<file path="config.mk">
export PLATFORM = sky130hd
export DESIGN_NAME = cpu_move_engine_flat
export DESIGN_NICKNAME = d
export VERILOG_FILES = /design/src/rtl/cpu_move_engine_if.sv /design/src/rtl/cpu_move_engine.sv /design/src/flat_wrapper.sv
export SDC_FILE = /design/constraint.sdc
export NUM_CORES = 1
export LEC_CHECK = 0
export ABC_AREA = 1
export BUFFER_PORTS_ARGS = -buffer_cell sky130_fd_sc_hd__buf_2
export CAP_MARGIN = 0
export CORE_ASPECT_RATIO = 1.2
export CORE_MARGIN = 2
export CORE_UTILIZATION = 60
export DETAILED_ROUTE_END_ITERATION = 10
export PLACE_DENSITY = 0.76
export SETUP_SLACK_MARGIN = 0.15
export SYNTH_ARGS = -nofsm -noshare
export SYNTH_HDL_FRONTEND = slang
export SYNTH_SLANG_ARGS = --single-unit
</file>
<file path="constraint.sdc">
create_clock -name clk -period 9 [get_ports clk]
set_clock_uncertainty 0.1 [all_clocks]
set_input_delay 1.35 -clock clk [delete_from_list [all_inputs] [get_ports clk]]
set_output_delay 1.35 -clock clk [all_outputs]
set_load 0.03 [all_outputs]
</file>
<file path="src/rtl/cpu_move_engine_if.sv">
// Board-port and controller handshake bundle for the CPU move engine.
// master = the engine, slave = controller / board store side.
interface cpu_move_engine_if;
  logic       clr;
  logic       cpu_input_en;
  logic [3:0] rd_addr;
  logic [1:0] rd_data;
  logic       wr_en;
  logic [3:0] wr_addr;
  logic [1:0] wr_data;
  logic       cpu_done;
  logic       no_move;
  logic       busy;

  modport master (
    input  clr, cpu_input_en, rd_data,
    output rd_addr, wr_en, wr_addr, wr_data, cpu_done, no_move, busy
  );

  modport slave (
    output clr, cpu_input_en, rd_data,
    input  rd_addr, wr_en, wr_addr, wr_data, cpu_done, no_move, busy
  );
endinterface

</file>
<file path="src/rtl/cpu_move_engine.sv">
// Tic-tac-toe CPU move engine: snapshots the board, scans the 8 lines for a
// win or block, picks a cell by fixed priority and writes one CPU mark.
module cpu_move_engine #(
  parameter logic [1:0] EMPTY_CODE  = 2'b00,
  parameter logic [1:0] PLAYER_CODE = 2'b01,
  parameter logic [1:0] CPU_CODE    = 2'b10
) (
  input logic               clk,
  input logic               rst,
  cpu_move_engine_if.master bus
);

  typedef enum logic [2:0] {
    StIdle, StLoad, StEval, StPick, StWrite, StDone, StWaitLow
  } state_e;

  state_e     state_q, state_d;
  logic [3:0] cnt_q, cnt_d;
  logic [1:0] snap_q [9];
  logic       win_vld_q, blk_vld_q, no_move_q, no_move_d;
  logic [3:0] win_cell_q, blk_cell_q, pick_q, pick_d;
  logic [3:0] line_cell [3];
  logic [3:0] line_empty;
  logic [1:0] n_cpu, n_player, n_empty;

  // Line order during EVAL: rows, columns, diagonals.
  always_comb begin
    unique case (cnt_q[2:0])
      3'd0: line_cell = '{4'd0, 4'd1, 4'd2};
      3'd1: line_cell = '{4'd3, 4'd4, 4'd5};
      3'd2: line_cell = '{4'd6, 4'd7, 4'd8};
      3'd3: line_cell = '{4'd0, 4'd3, 4'd6};
      3'd4: line_cell = '{4'd1, 4'd4, 4'd7};
      3'd5: line_cell = '{4'd2, 4'd5, 4'd8};
      3'd6: line_cell = '{4'd0, 4'd4, 4'd8};
      3'd7: line_cell = '{4'd2, 4'd4, 4'd6};
    endcase
  end

  // Code 2'b11 falls through every test, so it is neither empty nor marked.
  always_comb begin
    n_cpu      = '0;
    n_player   = '0;
    n_empty    = '0;
    line_empty = '0;
    for (int i = 0; i < 3; i++) begin
      if (snap_q[line_cell[i]] == CPU_CODE) begin
        n_cpu = n_cpu + 2'd1;
      end else if (snap_q[line_cell[i]] == PLAYER_CODE) begin
        n_player = n_player + 2'd1;
      end else if (snap_q[line_cell[i]] == EMPTY_CODE) begin
        n_empty    = n_empty + 2'd1;
        line_empty = line_cell[i];
      end
    end
  end

  always_comb begin
    pick_d    = '0;
    no_move_d = 1'b0;
    if (win_vld_q)                      pick_d = win_cell_q;
    else if (blk_vld_q)                 pick_d = blk_cell_q;
    else if (snap_q[4] == EMPTY_CODE)   pick_d = 4'd4;
    else if (snap_q[0] == EMPTY_CODE)   pick_d = 4'd0;
    else if (snap_q[2] == EMPTY_CODE)   pick_d = 4'd2;
    else if (snap_q[6] == EMPTY_CODE)   pick_d = 4'd6;
    else if (snap_q[8] == EMPTY_CODE)   pick_d = 4'd8;
    else if (snap_q[1] == EMPTY_CODE)   pick_d = 4'd1;
    else if (snap_q[3] == EMPTY_CODE)   pick_d = 4'd3;
    else if (snap_q[5] == EMPTY_CODE)   pick_d = 4'd5;
    else if (snap_q[7] == EMPTY_CODE)   pick_d = 4'd7;
    else                                no_move_d = 1'b1;
  end

  always_comb begin
    state_d = state_q;
    cnt_d   = '0;
    if (bus.clr) begin
      state_d = StIdle;
    end else begin
      case (state_q)
        StIdle:    if (bus.cpu_input_en) state_d = StLoad;
        StLoad:    if (cnt_q == 4'd9) state_d = StEval; else cnt_d = cnt_q + 4'd1;
        StEval:    if (cnt_q == 4'd7) state_d = StPick; else cnt_d = cnt_q + 4'd1;
        StPick:    state_d = StWrite;
        StWrite:   state_d = StDone;
        StDone:    state_d = StWaitLow;
        StWaitLow: if (!bus.cpu_input_en) state_d = StIdle;
        default:   state_d = StIdle;
      endcase
    end
  end

  always_ff @(posedge clk or posedge rst) begin
    if (rst) state_q <= StIdle;
    else     state_q <= state_d;
  end

  always_ff @(posedge clk or posedge rst) begin
    if (rst) begin
      cnt_q      <= '0;
      snap_q     <= '{default: EMPTY_CODE};
      win_vld_q  <= 1'b0;
      blk_vld_q  <= 1'b0;
      win_cell_q <= '0;
      blk_cell_q <= '0;
      pick_q     <= '0;
      no_move_q  <= 1'b0;
    end else if (bus.clr) begin
      cnt_q      <= '0;
      snap_q     <= '{default: EMPTY_CODE};
      win_vld_q  <= 1'b0;
      blk_vld_q  <= 1'b0;
      win_cell_q <= '0;
      blk_cell_q <= '0;
      pick_q     <= '0;
      no_move_q  <= 1'b0;
    end else begin
      cnt_q <= cnt_d;
      if (state_q == StLoad) begin
        // rd_data lags rd_addr by one cycle, so step k carries cell k-1.
        if (cnt_q == 4'd0) begin
          win_vld_q <= 1'b0;
          blk_vld_q <= 1'b0;
        end else begin
          snap_q[cnt_q - 4'd1] <= bus.rd_data;
        end
      end
      if (state_q == StEval && n_empty == 2'd1) begin
        if (n_cpu == 2'd2 && !win_vld_q) begin
          win_vld_q  <= 1'b1;
          win_cell_q <= line_empty;
        end
        if (n_player == 2'd2 && !blk_vld_q) begin
          blk_vld_q  <= 1'b1;
          blk_cell_q <= line_empty;
        end
      end
      if (state_q == StPick) begin
        pick_q    <= pick_d;
        no_move_q <= no_move_d;
      end
    end
  end

  always_comb begin
    bus.rd_addr  = '0;
    bus.wr_en    = 1'b0;
    bus.wr_addr  = '0;
    bus.wr_data  = '0;
    bus.cpu_done = 1'b0;
    bus.no_move  = 1'b0;
    bus.busy     = (state_q != StIdle) && (state_q != StWaitLow);
    case (state_q)
      StLoad:  if (cnt_q <= 4'd8) bus.rd_addr = cnt_q;
      StWrite: begin
        bus.wr_en   = !no_move_q && !bus.clr;
        bus.wr_addr = pick_q;
        bus.wr_data = CPU_CODE;
      end
      StDone: begin
        bus.cpu_done = !bus.clr;
        bus.no_move  = no_move_q && !bus.clr;
      end
      default: ;
    endcase
  end

endmodule

</file>
<file path="src/flat_wrapper.sv">
// flat-port wrapper written by rule: the top's interface ports become plain ports
module cpu_move_engine_flat 
#(
  parameter logic [1:0] EMPTY_CODE  = 2'b00,
  parameter logic [1:0] PLAYER_CODE = 2'b01,
  parameter logic [1:0] CPU_CODE    = 2'b10
)
  (clk, rst, bus_clr, bus_cpu_input_en, bus_rd_data, bus_rd_addr, bus_wr_en, bus_wr_addr, bus_wr_data, bus_cpu_done, bus_no_move, bus_busy);
  cpu_move_engine_if bus_i ();
  input logic clk;
  input logic rst;
  input wire logic [$bits(bus_i.clr)-1:0] bus_clr;
  input wire logic [$bits(bus_i.cpu_input_en)-1:0] bus_cpu_input_en;
  input wire logic [$bits(bus_i.rd_data)-1:0] bus_rd_data;
  output wire logic [$bits(bus_i.rd_addr)-1:0] bus_rd_addr;
  output wire logic [$bits(bus_i.wr_en)-1:0] bus_wr_en;
  output wire logic [$bits(bus_i.wr_addr)-1:0] bus_wr_addr;
  output wire logic [$bits(bus_i.wr_data)-1:0] bus_wr_data;
  output wire logic [$bits(bus_i.cpu_done)-1:0] bus_cpu_done;
  output wire logic [$bits(bus_i.no_move)-1:0] bus_no_move;
  output wire logic [$bits(bus_i.busy)-1:0] bus_busy;
  assign bus_i.clr = bus_clr;
  assign bus_i.cpu_input_en = bus_cpu_input_en;
  assign bus_i.rd_data = bus_rd_data;
  assign bus_rd_addr = bus_i.rd_addr;
  assign bus_wr_en = bus_i.wr_en;
  assign bus_wr_addr = bus_i.wr_addr;
  assign bus_wr_data = bus_i.wr_data;
  assign bus_cpu_done = bus_i.cpu_done;
  assign bus_no_move = bus_i.no_move;
  assign bus_busy = bus_i.busy;
  cpu_move_engine #(.EMPTY_CODE(EMPTY_CODE), .PLAYER_CODE(PLAYER_CODE), .CPU_CODE(CPU_CODE)) u_core (.clk(clk), .rst(rst), .bus(bus_i));
endmodule
</file>
### After elaboration in Yosys (flattened, before gate mapping)

Memory sizes are Yosys's and may differ from the RTL's.
Cells that the tools add are included.

| word-level totals | value |
|---|---|
| register bits after elaboration | 40 |
| latch bits | 0 |
| memory bits (writable) | 0 |
| ROM bits | 80 |
| input port bits | 6 |
| output and inout port bits | 14 |
| logic and storage cells | 195 |
| memories | 1 |

Memories:

| name | depth | width | read ports | clocked after memory_dff | wr ports | RTL line | text |
|---|---|---|---|---|---|---|---|
| (name not given) | 8 | 10 | 1 | 0 | 0 | cpu_move_engine.sv:28 | `unique case (cnt_q[2:0])` |

| cells by class | value |
|---|---|
| add/sub/neg operators | 8 |
| $mul | 0 |
| divide/modulo/power cells | 0 |
| order comparisons | 6 |
| equality and inequality tests | 23 |
| shift-type cells | 0 |
| muxes and demuxes | 101 |
| bitwise logic cells | 4 |
| reduce and logical (&&, ||, !) cells | 35 |

Operators by type and width:

| cell | count |
|---|---|
| $mux W4 | 33 |
| $mux W18 | 3 |
| $mux W2 | 23 |
| $mux W1 | 29 |
| $bmux W2 S4 | 3 |
| $logic_not A2 Y1 | 12 |
| $pmux W3 S7 | 1 |
| $ge A5 B5 Y1 const B | 4 |
| $not A4 Y5 | 4 |
| $bwmux W18 | 1 |
| $mux W3 | 6 |
| $add A2 B1 Y2 const B | 5 |
| $eq A2 B2 Y1 const B | 5 |
| $reduce_bool A2 Y1 | 5 |
| $eq A3 B3 Y1 const B | 3 |
| $ne A3 B3 Y1 const B | 3 |
| $demux W2 S4 | 1 |
| $eq A2 B1 Y1 const B | 4 |
| $pmux W4 S2 | 1 |
| $logic_and A1 B1 Y1 | 7 |
| $eq A3 B2 Y1 const B | 2 |
| $ne A3 B2 Y1 const B | 2 |
| $reduce_and A2 Y1 | 3 |
| $lt A5 B1 Y1 const B | 1 |
| other kinds (13) | 16 |

### Logic depth before layout (Yosys ltp)

Gate-level depths: netlist of run 1.
An unclocked memory read counts as a cell.

| logic depth | value |
|---|---|
| depth in word-level cells | 21 |
| depth in mapped cells | 21 |
| mapped depth without buffers | 21 |

### Least setup slack after synthesis of run 1

No wires, ideal clock.

| timing path | value |
|---|---|
| path kind | input to output |
| from | input port bus_clr |
| to | output port bus_no_move |
| arrival | 2515 ps |
| required time | 7550 ps |
| path slack | 5035 ps |
| stages on the path | 4 |
| path buffers | 1 |
| cells stage by stage | clkbuf_1 clkinv_1 nand2_1 nor3_1 |

| on the way | value |
|---|---|
| cells in the longest elaborated chain, start to end | 3 |

Ends and longest elaborated chain:

| element | RTL line | text |
|---|---|---|
| start, declared | flat_wrapper.sv:12 | `input wire logic [$bits(bus_i.clr)-1:0] bus_clr;` |
| $logic_not A1 Y1 | cpu_move_engine.sv:163 | `bus.no_move = no_move_q && !bus.clr;` |
| $logic_and A1 B1 Y1 | cpu_move_engine.sv:163 |  |
| $mux W1 | cpu_move_engine.sv:154 | `case (state_q)` |
| end, declared | flat_wrapper.sv:20 | `output wire logic [$bits(bus_i.no_move)-1:0] bus_no_move;` |

Every way passes these cells.

### Worst setup path after layout of run 1

Ends and elaborated chain as after synthesis.

==> out/metrics.json, run 1 <==
{
  "floorplan": {
    "row_count": 29,
    "height_of_the_chip_microns": 83.99,
    "core_sq_um": 5225,
    "floorplan.initialDensity_pct": 61.23,
    "die_area_sq_um": 5935,
    "die_w_microns": 70.66,
    "io_pins": 20
  },
  "status": {
    "run_status": "complete, no violations"
  },
  "detailed_routing": {
    "routed-via-count": 3322,
    "final_antenna_net_count": 0,
    "avgViaCountPerCell": 6.029,
    "finalWirelength_microns": 8748,
    "detail_route.drc_violations": 0,
    "drt-wirelength-per-cell_microns": 15.88,
    "drt-pass1-iter-count": 6,
    "drt-initial-drc-count": 330
  },
  "global_route": {
    "first_pass_grt_wire_length_microns": 14880,
    "antenna_found_initial": 0,
    "grt_start_max_net_pins": 41,
    "vias_in_the_first_global_route": 3169,
    "groute.usage.overall_pct": 31.32,
    "grt_overflow": 0
  },
  "timing": {
    "worst_margin_slew_ns": 0.7981,
    "max_freq_ghz": 0.2283,
    "final.min_clock_period_ns": 4.379,
    "worst_case_hold_slack_ns": 0.4197,
    "final_hold_violating_endpoints": 0,
    "worst_slew_margin_rel_pct": 46.47,
    "setup-tns-final_ns": 0,
    "report.final.setup_viol": 0,
    "grt_setup_unrepaired": "no",
    "report.final.slew_viol_count": 0,
    "post-route-period-util_pct": 48.66
  },
  "logic_synthesis": {
    "yosysWarningCount": 0,
    "postSynthRegisterBits": 40,
    "synth.top_cells.by_area": "dfrtp_1 31%, nand3_1 12%, nand2_1 12%, inv_1 7.2%, nor2_1 4.6%",
    "synth.lib_cells_used.distinct": 42,
    "syn_area_per_cell_sq_um": 6.778,
    "synth.largest_area_cell": "dfrtp_1",
    "mappedNetlistArea_sq_um": 3199,
    "seq_area_frac_synth_pct": 31.29,
    "synth_top_cell_area_share_pct": 31.29,
    "syn_nets": 489,
    "instance_count_of_the_mapped_netlist": 472
  },
  "worst_setup_path": {
    "critical_path.endpoint_type": "output pin",
    "worstPathRequired_ns": 7.55,
    "timing.critical_path.fanout_max": 28,
    "reg2reg_setup_slack_ns": 5.20,
    "critical_path_class": "in -> out",
    "crit_path_frequent_cell": "buf_2",
    "critical_path.startpoint_type": "input port",
    "critical_path_buf_inv_count": 3,
    "critical-path-slowest-cell": "clkinv_1",
    "critical_path.cell_chain": "buf_2, clkinv_1, nand2_1, nor3_1, buf_2",
    "critical_path.top_delay_family": "buffers and inverters",
    "data_arrival_time_of_the_critical_path_ns": 2.93,
    "worst_path_max_stage_delay_ns": 0.69
  },
  "power": {
    "p_int_uw": 352.6,
    "cellLeakagePower_uw": 0.001715,
    "power_frac_seq_pct": 31.9,
    "comb_power_share_pct": 43.0,
    "peakVddDrop_mv": 0.1528,
    "clkPwrFrac_pct": 25.1,
    "p_sw_uw": 266.7,
    "power_density_nw_per_um2": 180.0,
    "sw_frac_of_total_pct": 43.06
  },
  "clock_tree": {
    "cts.sinks": 40,
    "clk_pin_slew_ns": 0.07,
    "tritoncts": "built",
    "clock_path_buffers": 2,
    "worst_skew_pair.late_latency_ns": 0.30,
    "cts_resized": 0,
    "post_cts.repair.setup_buffers": 0,
    "cts_made_buffers": 5,
    "clockRootBuffer": "clkbuf_8",
    "hold_bufs_at_cts": 0,
    "cts-htree-levels": 2
  },
  "place": {
    "port-buffer-count": 18,
    "detailed_place_hpwl_microns": 6788,
    "finalWeightedCongestion": 0.9508
  },
  "layout": {
    "design.final.nets": 505,
    "diodes_inserted": 0,
    "flow.area_growth_from_synthesis_pct": 7.548,
    "final.fill_count": 493,
    "post_route_cells_drive_above_1_share_pct": 12.47,
    "utilization_pct": 65.85
  },
  "hold_path": {
    "hp-class": "reg -> reg"
  },
  "job": {
    "max_cap_violations": 0
  }
}
## worst reg2reg max path, cell delays in order, from the launching register on
cell,delay [ns]
dfrtp_1,0.68
inv_2,0.17
ha_1,0.42
inv_1,0.31
nand2_4,0.13
o21ai_2,0.14
nand3_1,0.11
nand3_1,0.09
nand2_1,0.11
nor2_1,0.17
inv_1,0.06
ha_1,0.28
inv_1,0.07
nand2_1,0.05
o21bai_1,0.16
a21oi_2,0.26
nand3_2,0.18
nand3_1,0.10
nand2_1,0.08
## power groups by stage
stage                     Clock [uW]  Combinational [uW]  Sequential [uW]
after CTS                        156                 263              197
after global routing             163                 299              199
final                            155                 266              198
after detailed placement           0                 262              201
after global placement             0                 257              201
after floorplan                    0                 209              196
## flip-flops by register name, summed over array words and instances, names as in the netlist
register,flops
u_core.state_q,3
u_core.no_move_q,1
u_core.win_vld_q,1
u_core.blk_cell_q,4
u_core.blk_vld_q,1
u_core.cnt_q,4
u_core.snap_q,18
u_core.pick_q,4
u_core.win_cell_q,4
## layer usage
| metal | wire (microns) | share of wire, % | track usage (%) | vias up |
|---|---|---|---|---|
| met5 | 0 | 0 | 0 | - |
| met4 | 251 | 2.9 | 11.49 | 0 |
| met3 | 564 | 6.4 | 4.106 | 30 |
| met1 | 3610 | 41 | 41.09 | 1527 |
| met2 | 4322 | 49 | 52.66 | 146 |
| li1 | - | - | - | 1619 |
## cell families (layout without fill, tap and decap cells)
logic type                 count (synthesis)  count (layout)  synth area share (%)
other                                      1               1                0.1172
buffers and inverters                     77              94                 9.855
adders and majority gates                 11              11                 4.302
and+or+nand+nor                          268             268                 39.58
xor gates and xnor gates                   3               3                0.8214
AOI/OAI and AO/OA                         72              72                 14.04
DFF                                       40              40                 31.29
## through the flow
stage                     setup slack (ns)  power, uW  cells  instance area, sq um
after global placement               4.721      457.7    543                  3319
after global routing                 4.467      660.6    551                  3441
after detailed placement             4.642      462.9    543                  3319
after floorplan                      5.035      405.1    472                  3199
after CTS                            4.637      615.9    551                  3441
final                                4.621      619.3    551                  3441
## cell type report
type,count,area [sq um],share of cell area (%)
Inverter,66,252.7,7.345
Timing Repair Buffer,20,105.1,3.055
Tap cell,62,77.57,2.255
Multi-Input combinational cell,355,1883,54.73
Sequential cell,40,1001,29.09
Clock buffer,6,82.58,2.400
Clock inverter,2,38.79,1.127
## worst paths after layout
path | startpoint | end | cells past startpoint
worst max-delay path | bus_clr | bus_no_move | 5
worst min-delay path | u_core.win_cell_q[3]$_DFFE_PP0P_ | u_core.win_cell_q[3]$_DFFE_PP0P_ | 2
worst max register to register | u_core.cnt_q[0]$_DFF_PP0_ | u_core.win_cell_q[2]$_DFFE_PP0P_ | 18
worst min register to register | u_core.win_cell_q[3]$_DFFE_PP0P_ | u_core.win_cell_q[3]$_DFFE_PP0P_ | 2
max in group asynchronous | rst | u_core.snap_q[0]$_DFFE_PP0P_ | 3
min in group asynchronous | rst | u_core.state_q[2]$_DFFE_PP0P_ | 3
## cell usage in the layout, fill, tap and decap left out, types with 3 or more instances in the layout
cell type  Yosys  final
inv_1         61     61
nand2_4        5      5
nor2_1        39     39
o21ai_1        3      3
buf_2          2     18
nand3_2        3      3
o22ai_1       14     14
nor2_2         3      3
nand2_2        7      7
o21ai_0       19     19
clkbuf_8       0      6
ha_1          11     11
nand3_1       77     77
a21oi_1       16     16
nor3_1        11     11
a31oi_1        3      3
nand4_1       16     16
a21oi_2        6      6
inv_2          3      3
nand2_1      102    102
dfrtp_1       40     40
## cells in the mapped netlist
cell type / number
a211oi_1: 1
a21oi_1: 16
a21oi_2: 6
a21oi_4: 1
a221oi_1: 1
a31oi_1: 3
and3_1: 1
buf_2: 2
buf_4: 1
buf_6: 2
clkbuf_1: 6
clkinv_1: 1
conb_1: 1
dfrtp_1: 40
ha_1: 11
inv_1: 61
inv_2: 3
inv_6: 1
nand2_1: 102
nand2_2: 7
nand2_4: 5
nand3_1: 77
nand3_2: 3
nand3_4: 1
nand4_1: 16
nor2_1: 39
nor2_2: 3
nor2_4: 1
nor3_1: 11
nor4_1: 2
o211ai_1: 2
o21a_1: 1
o21ai_0: 19
o21ai_1: 3
o21ai_2: 1
o21bai_1: 1
o221a_2: 1
o22ai_1: 14
o32ai_1: 1
o41ai_1: 1
xnor2_1: 1
xor2_1: 2
No activity file was read; power rests on OpenSTA's default activity.
==> run 2: changes to the inputs <==
==> constraint.sdc (replaced) <==
create_clock -name clk -period 4.38 [get_ports clk]
set_clock_uncertainty 0.1 [all_clocks]
set_input_delay 0.657 -clock clk [delete_from_list [all_inputs] [get_ports clk]]
set_output_delay 0.657 -clock clk [all_outputs]
set_load 0.03 [all_outputs]
==> run 2 against run 1 <==
Against the previous run: power grew 95%; sequential cell count stayed put; hold slack got worse by 0.044 ns; routed wire length grew 8.1%; largest cell class unchanged; global-route usage increased by 2.4 points; combinational power increased by 110%; count of clock-buffer cells in the layout unchanged; sequential power rose by 110%; clock power is 51% higher; register-to-register slack lost 4.4 ns; die area unchanged; non-clock buffer count up 1; critical path type is now reg -> reg.
==> out/metrics.json, run 2 (synthesis gave the netlist of run 1 again) <==
{
  "power": {
    "clkPwrFrac": {"value": 19.5, "unit": "%", "change": "was 25.1%"},
    "power_frac_seq": {"value": 33.7, "unit": "%", "change": "was 31.9%"},
    "cellLeakagePower": {"value": 0.001699, "unit": "uW", "change": "was 0.001715 uW"},
    "peakVddDrop": {"value": 0.3195, "unit": "mV", "change": "was 0.1528 mV"},
    "p_int": {"value": 647.5, "unit": "uW", "change": "was 352.6 uW"},
    "total_power": {"value": 1205, "unit": "uW", "change": "was 619.3 uW"},
    "power_density": {"value": 353.9, "unit": "nW/um^2", "change": "was 180.0 nW/um^2"},
    "sw_frac_of_total": {"value": 46.26, "unit": "%", "change": "was 43.06%"},
    "p_sw": {"value": 557.5, "unit": "uW", "change": "was 266.7 uW"},
    "comb_power_share": {"value": 46.9, "unit": "%", "change": "was 43.0%"}
  },
  "clock_tree": {
    "post_cts.repair.setup_buffers": {"value": 0, "change": "unchanged"},
    "worst_skew_pair.late_latency": {"value": 0.29, "unit": "ns", "change": "was 0.30 ns"},
    "cts_resized": {"value": 0, "change": "unchanged"},
    "clk_pin_slew": {"value": 0.08, "unit": "ns", "change": "was 0.07 ns"},
    "tritoncts": {"value": "built", "change": "unchanged"},
    "cts_made_buffers": {"value": 5, "change": "unchanged"},
    "cts.sinks": {"value": 40, "change": "unchanged"},
    "cts-htree-levels": {"value": 2, "change": "unchanged"},
    "hold_bufs_at_cts": {"value": 0, "change": "unchanged"},
    "clockRootBuffer": {"value": "clkbuf_8", "change": "unchanged"},
    "clock_path_buffers": {"value": 2, "change": "unchanged"}
  },
  "place": {
    "finalWeightedCongestion": {"value": 1.082, "change": "was 0.9508"},
    "dp_slack": {"value": 0.8609, "unit": "ns", "change": "was 4.642 ns"},
    "detailed_place_hpwl": {"value": 7240, "unit": "microns", "change": "was 6788 microns"},
    "port-buffer-count": {"value": 18, "change": "unchanged"}
  },
  "worst_setup_path": {
    "critical_path_class": {"value": "reg -> reg", "change": "was in -> out"},
    "r2r-start": {"value": "u_core.cnt_q[0]$_DFF_PP0_", "change": "unchanged"},
    "crit_path_end": {"value": "u_core.win_cell_q[3]$_DFFE_PP0P_", "change": "was bus_no_move"},
    "timing.critical_path.fanout_max": {"value": 11, "change": "was 28"},
    "worstRegToRegCells": {"value": 18, "change": "unchanged"},
    "critical_path.startpoint_type": {"value": "flop", "change": "was input port"},
    "data_arrival_time_of_the_critical_path": {"value": 3.69, "unit": "ns", "change": "was 2.93 ns"},
    "reg2reg_setup_slack": {"value": 0.77, "unit": "ns", "change": "was 5.20 ns"},
    "worstPathRequired": {"value": 4.46, "unit": "ns", "change": "was 7.55 ns"},
    "crit-reg2reg-capture": {"value": "u_core.win_cell_q[3]$_DFFE_PP0P_", "change": "was u_core.win_cell_q[2]$_DFFE_PP0P_"},
    "startpoint": {"value": "u_core.cnt_q[0]$_DFF_PP0_", "change": "was bus_clr"},
    "critical_path.endpoint_type": {"value": "flop", "change": "was output pin"}
  },
  "global_route": {
    "grt_overflow": {"value": 0, "change": "unchanged"},
    "vias_in_the_first_global_route": {"value": 3250, "change": "was 3169"},
    "grt_start_max_net_pins": {"value": 41, "change": "unchanged"},
    "groute.usage.overall": {"value": 33.76, "unit": "%", "change": "was 31.32%"},
    "first_pass_grt_wire_length": {"value": 15880, "unit": "microns", "change": "was 14880 microns"},
    "antenna_found_initial": {"value": 0, "change": "unchanged"}
  },
  "timing": {
    "setup-tns-final": {"value": 0, "unit": "ns", "change": "unchanged"},
    "setup_ws": {"value": 0.7738, "unit": "ns", "change": "was 4.621 ns"},
    "report.final.setup_viol": {"value": 0, "change": "unchanged"},
    "max_freq_ghz": 0.2773,
    "final.min_clock_period_ns": 3.606,
    "report.final.slew_viol_count": {"value": 0, "change": "unchanged"},
    "final_hold_violating_endpoints": {"value": 0, "change": "unchanged"},
    "grt_setup_unrepaired": {"value": "no", "change": "unchanged"},
    "post-route-period-util_pct": 82.33,
    "worst_slew_margin_rel": {"value": 47.33, "unit": "%", "change": "was 46.47%"},
    "worst_margin_slew": {"value": 0.7900, "unit": "ns", "change": "was 0.7981 ns"}
  },
  "detailed_routing": {
    "detail_route.drc_violations": {"value": 0, "change": "unchanged"},
    "drt-initial-drc-count": {"value": 391, "change": "was 330"},
    "drt-wirelength-per-cell": {"value": 17.16, "unit": "microns", "change": "was 15.88 microns"},
    "finalWirelength": {"value": 9456, "unit": "microns", "change": "was 8748 microns"},
    "avgViaCountPerCell": {"value": 6.172, "change": "was 6.029"},
    "routed-via-count": {"value": 3401, "change": "was 3322"},
    "final_antenna_net_count": {"value": 0, "change": "unchanged"},
    "drt-pass1-iter-count": {"value": 6, "change": "unchanged"}
  },
  "floorplan": {
    "die_area": {"value": 5935, "unit": "sq um", "change": "unchanged"},
    "row_count": {"value": 29, "change": "unchanged"},
    "die_w": {"value": 70.66, "unit": "microns", "change": "unchanged"},
    "floorplan.initialDensity": {"value": 61.23, "unit": "%", "change": "unchanged"},
    "io_pins": {"value": 20, "change": "unchanged"},
    "height_of_the_chip": {"value": 83.99, "unit": "microns", "change": "unchanged"},
    "core": {"value": 5225, "unit": "sq um", "change": "unchanged"}
  },
  "layout": {
    "design.final.nets": {"value": 506, "change": "was 505"},
    "final.fill_count": {"value": 500, "change": "was 493"},
    "largest_register_ff_count": {"value": 18, "change": "unchanged"},
    "post_route_cells_drive_above_1_share": {"value": 12.27, "unit": "%", "change": "was 12.47%"},
    "diodes_inserted": {"value": 0, "change": "unchanged"},
    "max_flop_register": {"value": "u_core.snap_q", "change": "unchanged"},
    "flow.area_growth_from_synthesis": {"value": 6.414, "unit": "%", "change": "was 7.548%"},
    "highest_count_cells_in_the_layout_ignoring_fill_and_taps": {"value": "102 x nand2_1, 77 x nand3_1, 61 x inv_1", "change": "unchanged"},
    "utilization": {"value": 65.16, "unit": "%", "change": "was 65.85%"},
    "layout.cells.most_common": {"value": "nand2_1", "change": "unchanged"}
  },
  "job": {
    "max_cap_violations": {"value": 0, "change": "unchanged"}
  },
  "status": {
    "run_status": {"value": "complete, no violations", "change": "unchanged"}
  },
  "hold_path": {
    "hp-class": {"value": "in -> async", "change": "was reg -> reg"}
  }
}
==> run 2: cell types whose count changed in the layout (fill, tap and decap cells not counted) <==
cell,change
buf_4,+1
clkbuf_8,-1
clkinv_4,-1
clkbuf_1,+1
clkinv_2,+1
bufinv_16,-1
==> run 2: area by class of cell <==
cell class              count  area, sq um  area share (%)
multi-input cells         355         1883           55.31
flip-flops and latches     40         1001           29.40
inverters                  66        252.7           7.424
repair buffers             21        112.6           3.308
well taps                  62        77.57           2.279
clock buffers               6        72.57           2.132
clock inverters             1        5.005          0.1470
==> run 2: worst min-delay path by stage <==
stage	slack (ns)	from	to
after floorplan	0.36	u_core.win_cell_q[1]$_DFFE_PP0P_	u_core.win_cell_q[1]$_DFFE_PP0P_
after global placement	0.39	u_core.blk_cell_q[0]$_DFFE_PP0P_	u_core.blk_cell_q[0]$_DFFE_PP0P_
after detailed placement	0.40	u_core.blk_cell_q[1]$_DFFE_PP0P_	u_core.blk_cell_q[1]$_DFFE_PP0P_
after CTS	0.40	rst	u_core.state_q[0]$_DFFE_PP0P_
after global routing	0.43	rst	u_core.state_q[2]$_DFFE_PP0P_
final	0.38	rst	u_core.state_q[2]$_DFFE_PP0P_
==> run 2: power by group through the flow <==
stage | Sequential, uW | Clock, uW | Combinational, uW
after floorplan | 403 | 0 | 429
after global placement | 411 | 0 | 544
after detailed placement | 412 | 0 | 552
after CTS | 404 | 238 | 554
after global routing | 408 | 249 | 632
final | 406 | 234 | 565
==> run 2: routing by layer <==
| layer | up-vias | GRT usage [%] | routed length, microns |
|---|---|---|---|
| met5 | - | 0 | 0 |
| met4 | 0 | 10.12 | 234 |
| met3 | 32 | 4.227 | 593 |
| met2 | 159 | 56.60 | 4678 |
| met1 | 1583 | 45.50 | 3950 |
| li1 | 1627 | - | - |
==> run 2: metrics by stage <==
step / instances / cell area, sq um / hold WS [ns]
after floorplan: 472 / 3199 / 0.3635
after global placement: 544 / 3327 / 0.3935
after detailed placement: 544 / 3327 / 0.3984
after CTS: 551 / 3405 / 0.3997
after global routing: 551 / 3405 / 0.4331
final: 551 / 3405 / 0.3754
==> run 2: critical path: stages (launching register included) <==
cell and delay [ns]:
dfrtp_1 0.64, inv_2 0.16, ha_1 0.40, inv_1 0.25, nand2_4 0.12, o21ai_2 0.14
nand3_1 0.11, nand3_1 0.10, nand2_1 0.10, nor2_1 0.17, inv_1 0.07, ha_1 0.28
inv_1 0.07, nand2_1 0.04, o21bai_1 0.16, a21oi_2 0.26, nand3_2 0.18, nand3_1 0.10
nand2_1 0.06
